--- src/rtl/banco_registradores_sb_if.sv ---
// banco_registradores_sb_if: register-file access bus (two read ports, one write port, one reservation port)
interface banco_registradores_sb_if #(
  parameter int DATA_WIDTH = 32,
  parameter int ADDR_WIDTH = 5
);
  logic                  RegWrite;
  logic [ADDR_WIDTH-1:0] rs;
  logic [ADDR_WIDTH-1:0] rt;
  logic [ADDR_WIDTH-1:0] rd;
  logic [DATA_WIDTH-1:0] dado_escrita;
  logic                  RegReserve;
  logic [ADDR_WIDTH-1:0] rd_reserve;
  logic [DATA_WIDTH-1:0] dado_lido1;
  logic [DATA_WIDTH-1:0] dado_lido2;
  logic                  busy1;
  logic                  busy2;
  modport master (
    output RegWrite, rs, rt, rd, dado_escrita, RegReserve, rd_reserve,
    input  dado_lido1, dado_lido2, busy1, busy2
  );
  modport slave (
    input  RegWrite, rs, rt, rd, dado_escrita, RegReserve, rd_reserve,
    output dado_lido1, dado_lido2, busy1, busy2
  );
endinterface

--- src/rtl/banco_registradores_sb.sv ---
// banco_registradores_sb: register file with per-register busy (scoreboard) bits; define BANCO_REGISTRADORES_BYPASS_EN for write-through read bypass
module banco_registradores_sb #(
  parameter int DATA_WIDTH = 32,
  parameter int ADDR_WIDTH = 5
) (
  input logic                    clock,
  input logic                    reset,
  banco_registradores_sb_if.slave bus
);
  localparam int N = 2 ** ADDR_WIDTH;
  logic [DATA_WIDTH-1:0] regs [N];
  logic [N-1:0]          busy;
  logic                  byp1;
  logic                  byp2;
  // Register 0 is never written or reserved, so it reads 0 and idle without a read-side mux.
  // A reservation is applied after the write so a same-edge reserve of the same register wins.
  always_ff @(posedge clock or negedge reset)
    if (!reset) begin
      for (int i = 0; i < N; i++) regs[i] <= '0;
      busy <= '0;
    end else begin
      if (bus.RegWrite && bus.rd != '0) begin
        regs[bus.rd] <= bus.dado_escrita;
        busy[bus.rd] <= 1'b0;
      end
      if (bus.RegReserve && bus.rd_reserve != '0) busy[bus.rd_reserve] <= 1'b1;
    end
`ifdef BANCO_REGISTRADORES_BYPASS_EN
  assign byp1 = reset && bus.RegWrite && bus.rd != '0 && bus.rs == bus.rd;
  assign byp2 = reset && bus.RegWrite && bus.rd != '0 && bus.rt == bus.rd;
`else
  assign byp1 = 1'b0;
  assign byp2 = 1'b0;
`endif
  assign bus.dado_lido1 = byp1 ? bus.dado_escrita : regs[bus.rs];
  assign bus.dado_lido2 = byp2 ? bus.dado_escrita : regs[bus.rt];
  assign bus.busy1      = !byp1 && busy[bus.rs];
  assign bus.busy2      = !byp2 && busy[bus.rt];
endmodule

--- src/flat_wrapper.sv ---
// flat-port wrapper written by rule: the top's interface ports become plain ports
module banco_registradores_sb_flat 
#(
  parameter int DATA_WIDTH = 32,
  parameter int ADDR_WIDTH = 5
)
  (clock, reset, bus_RegWrite, bus_rs, bus_rt, bus_rd, bus_dado_escrita, bus_RegReserve, bus_rd_reserve, bus_dado_lido1, bus_dado_lido2, bus_busy1, bus_busy2);
  banco_registradores_sb_if #(.DATA_WIDTH(DATA_WIDTH), .ADDR_WIDTH(ADDR_WIDTH)) bus_i ();
  input logic clock;
  input logic reset;
  input wire logic [$bits(bus_i.RegWrite)-1:0] bus_RegWrite;
  input wire logic [$bits(bus_i.rs)-1:0] bus_rs;
  input wire logic [$bits(bus_i.rt)-1:0] bus_rt;
  input wire logic [$bits(bus_i.rd)-1:0] bus_rd;
  input wire logic [$bits(bus_i.dado_escrita)-1:0] bus_dado_escrita;
  input wire logic [$bits(bus_i.RegReserve)-1:0] bus_RegReserve;
  input wire logic [$bits(bus_i.rd_reserve)-1:0] bus_rd_reserve;
  output wire logic [$bits(bus_i.dado_lido1)-1:0] bus_dado_lido1;
  output wire logic [$bits(bus_i.dado_lido2)-1:0] bus_dado_lido2;
  output wire logic [$bits(bus_i.busy1)-1:0] bus_busy1;
  output wire logic [$bits(bus_i.busy2)-1:0] bus_busy2;
  assign bus_i.RegWrite = bus_RegWrite;
  assign bus_i.rs = bus_rs;
  assign bus_i.rt = bus_rt;
  assign bus_i.rd = bus_rd;
  assign bus_i.dado_escrita = bus_dado_escrita;
  assign bus_i.RegReserve = bus_RegReserve;
  assign bus_i.rd_reserve = bus_rd_reserve;
  assign bus_dado_lido1 = bus_i.dado_lido1;
  assign bus_dado_lido2 = bus_i.dado_lido2;
  assign bus_busy1 = bus_i.busy1;
  assign bus_busy2 = bus_i.busy2;
  banco_registradores_sb #(.DATA_WIDTH(DATA_WIDTH), .ADDR_WIDTH(ADDR_WIDTH)) u_core (.clock(clock), .reset(reset), .bus(bus_i));
endmodule
--- config.mk ---
export PLATFORM = sky130hd
export DESIGN_NAME = banco_registradores_sb_flat
export DESIGN_NICKNAME = d
export VERILOG_FILES = /design/src/rtl/banco_registradores_sb_if.sv /design/src/rtl/banco_registradores_sb.sv /design/src/flat_wrapper.sv
export SDC_FILE = /design/constraint.sdc
export NUM_CORES = 2
export LEC_CHECK = 0
export CAP_MARGIN = 20
export CORE_UTILIZATION = 60
export CTS_CLUSTER_SIZE = 10
export DETAILED_ROUTE_END_ITERATION = 8
export PLACE_DENSITY = 0.88
export SLEW_MARGIN = 15
export SYNTH_ARGS = -nofsm -noshare
export SYNTH_HDL_FRONTEND = slang
export SYNTH_SLANG_ARGS = --single-unit
--- constraint.sdc ---
create_clock -name clock -period 4.8 [get_ports clock]
set_input_delay 1.2 -clock clock [delete_from_list [all_inputs] [get_ports clock]]
set_output_delay 1.2 -clock clock [all_outputs]
set_load 0.01 [all_outputs]
==> flow_summary_export.csv <==
group,metric,value,unit
run_status,status,"finished clean",
floorplan,die_y,312,µm
pwr,p_leak,0.0308,µW
final_layout,utilization,0.684,
final_layout,syn_to_final_growth,13.0,%
final_layout,fin_area,0.0650,mm²
place,io_buffers,121,
detailed_routing,wire_per_inst,29.6,µm
clock_tree,numCtsBuffers,118,
logic_synthesis,ys_types,38,
grt,grtUsageMet3,0.0940,
critical_path,cp_common_cell,"buf_4",
grt,antenna_found_initial,5,
grt,grt_use_met1,0.463,
sta,min_period_over_period,0.994,
sta,holdWs,0.405,ns
hold_path,hp-class,"reg2reg",
clock_tree,worstSkewPairLatency,0.69,ns
critical_path,worst_setup_path_end_kind,"output port",
grt,busiest_layer,"met2",
pwr,swShare,0.296,
clock_tree,cts_root_buf,"clkbuf_16",
place,preCtsSetupSlack,-0.111,ns
critical_path,cpLargestDelayFamily,"buffers and inverters",
critical_path,cp.buffers_inverters,5,
grt,use_met2,0.558,
detailed_routing,first_pass_iters,6,
logic_synthesis,synthesis.area,0.0575,mm²
final_layout,fillers,6095,
clock_tree,ctsHoldBuffers,0,
place,place_area,0.0616,mm²
clock_tree,htreeDepth,3,
pwr,peakVddDrop,0.354,mV
logic_synthesis,netlist_instances,4805,
floorplan,die_w,312,µm
clock_tree,path_clk_slew,0.06,ns
clock_tree,cts_tree,"yes",
critical_path,arrival,3.57,ns
clock_tree,cts_max_path_buffers,3,
detailed_routing,drc,0,
detailed_routing,avgViaCountPerCell,7.16,
grt,grtUsageTotal,0.366,
logic_synthesis,synth_nets,4861,
detailed_routing,ant_nets,0,
pwr,power.density,394,mW/mm²
critical_path,crit_path_max_fanout,9,
floorplan,die_area,0.0970,mm²
critical_path,cp.required,3.60,ns
logic_synthesis,ys_ff_latch,1056,
detailed_routing,wl,181000,µm
critical_path,cp_cell_sequence,"dlygate4sd2_1 -> buf_4 -> nor2b_4 -> buf_4 -> bufbuf_16 -> a22o_1 -> nor3_1 -> a31oi_1 -> nand3_1 -> clkdlybuf4s50_1",
place,dp_hpwl,103000,µm
critical_path,crit_type,"in2out",
sta,drv_slew,0,
logic_synthesis,ys_warn_count,0,
critical_path,start_kind,"input port",
sta,rsz0062_at_grt,"false",
logic_synthesis,synthDominantCellAreaShare,0.460,
sta,worst_slew_pin_slew,1.14,ns
floorplan,num_io_pins,122,
run,drv_cap,0,
sta,setup_ws,0.0283,ns
grt,grt_pass1_wl,273000,µm
logic_synthesis,synth_top_area_cell,"dfrtp_1",
sta,slew-limit-headroom,0.237,
critical_path,crit_path_top_delay_cell,"clkdlybuf4s50_1",
pwr,switchingPower,7570,µW
sta,skew,0,ns
final_layout,final_nets,4890,
detailed_routing,drt-initial-drc-count,5619,
detailed_routing,vias,43800,
floorplan,start_util,0.605,
sta,setup_viol,0,
logic_synthesis,ys_top_cells_by_area,"dfrtp_1, mux2i_1, mux2_2",
grt,grt_start_max_net_pins,109,
pwr,power_frac_comb,0.215,
pwr,p_int,18000,µW
grt,grt_pass1_vias,44800,
floorplan,coreArea,0.0950,mm²
clock_tree,clkSinkCount,1056,
sta,fmax,210,MHz
sta,hold_viol,0,
place,routabilityCongestion,0.904,
final_layout,drive_gt1_frac,0.302,
grt,overflow,0,
floorplan,num_rows,113,
logic_synthesis,syn_area_per_cell,12.0,µm²
sta,post-route-min-period,4.77,ns
logic_synthesis,ys_seq_area_frac,0.460,
pwr,pwr-share-clk,0.314,
critical_path,max_stage_delay,0.54,ns
pwr,seqPwrFrac,0.471,
[cells in the mapped netlist, drive strengths merged]
library cell / count
or3: 3
nand2b: 11
clkbuf: 276
a22oi: 198
a32o: 2
and3: 1
o31ai: 1
nand4b: 1
nor2: 19
nor3b: 1
o21ai: 23
buf: 225
a21oi: 198
nand4: 1
inv: 6
o32ai: 1
nor3: 73
a22o: 143
nand3: 203
o22ai: 2
mux2: 992
and2: 4
nand3b: 2
or2: 4
nor4: 1
nand2: 226
nor2b: 10
mux2i: 1054
o211ai: 2
a31oi: 66
dfrtp: 1056
[final timing paths]
check	start	endpoint	slack (ns)	depth (start not counted)
worst max-delay path	bus_rt[0]	bus_dado_lido2[21]	0.03	10
worst min-delay path	u_core.regs[992]	u_core.regs[992]	0.40	0
worst max register to register	u_core.regs[372]	u_core.regs[372]	3.96	1
worst min register to register	u_core.regs[992]	u_core.regs[992]	0.40	0
max in group asynchronous	reset	u_core.regs[49]	2.89	3
min in group asynchronous	reset	u_core.regs[516]	0.58	1
[layer usage]
| metal | part of all wire | up-vias |
|---|---|---|
| li1 | - | 17700 |
| met1 | 0.37 | 22100 |
| met2 | 0.45 | 3135 |
| met3 | 0.11 | 935 |
| met4 | 0.072 | 4 |
| met5 | 0.00014 | - |
[state kept, by name, indices dropped and copies added, names as in the netlist]
signal / count
u_core.regs: 1024
u_core.busy: 32
[kinds of logic (layout without fill, tap and decap cells)]
| group | Yosys count | after routing | share of synthesized area |
|---|---|---|---|
| AO/OA/AOI/OAI | 636 | 636 | 0.0752 |
| buffers and inverters | 507 | 561 | 0.0387 |
| flip-flops | 1056 | 1056 | 0.460 |
| multiplexers | 2046 | 2046 | 0.382 |
| other | 0 | 2 | 0 |
| AND/OR/NAND/NOR | 560 | 560 | 0.0448 |
[power by group through the flow]
stage | Sequential [µW] | Combinational [µW] | Clock (µW)
after floorplan | 11600 | 3800 | 0
after global placement | 11900 | 5110 | 0
after detailed placement | 12000 | 5320 | 0
after CTS | 11900 | 5420 | 8030
after global routing | 12200 | 5860 | 8370
final | 12000 | 5510 | 8030
[cell usage in the layout, fill, tap and decap left out, drive strengths merged, types with 3 or more instances in the layout]
cell type      netlist  routed
a22oi              198     198
nor3                73      73
or2                  4       4
nor2b               10      10
or3                  3       3
inv                  6       7
nor2                19      19
clkdlybuf4s50        0     113
mux2               992     992
buf                225     291
clkbuf             276     139
mux2i             1054    1054
clkinv               0       4
nand3              203     203
nand2b              11      11
dlygate4sd2          0       4
nand2              226     226
dfrtp             1056    1056
a21oi              198     198
a31oi               66      66
o21ai               23      23
a22o               143     143
and2                 4       4
[what timing repair did]
action	CTS	global route
gates cloned	2	0
setup endpoints to repair	47	2
pin swaps	1	0
setup buffers	7	0
gates resized for setup	10	2
[layout make-up]
| cell class | instances | area, µm² | share of cell area |
|---|---|---|---|
| multi-input combinational | 3242 | 29100 | 0.448 |
| clock buffer | 139 | 3150 | 0.0484 |
| sequential | 1056 | 26400 | 0.407 |
| tap | 1265 | 1580 | 0.0244 |
| clock inverter | 6 | 61.3 | 0.000944 |
| timing repair buffer | 410 | 4640 | 0.0715 |
| antenna | 2 | 5.00 | 0.0000770 |
| inverter | 6 | 22.5 | 0.000347 |
[per-stage QoR]
stage,TNS (ns),power [µW],std cells
final,0,25600,6126
after global routing,0,26400,6125
after CTS,0,25400,6122
after detailed placement,-1.09,17400,5968
after global placement,-1.53,17000,5968
after floorplan,0,15400,4805
Note: power is estimated with default switching activity, not from simulation.
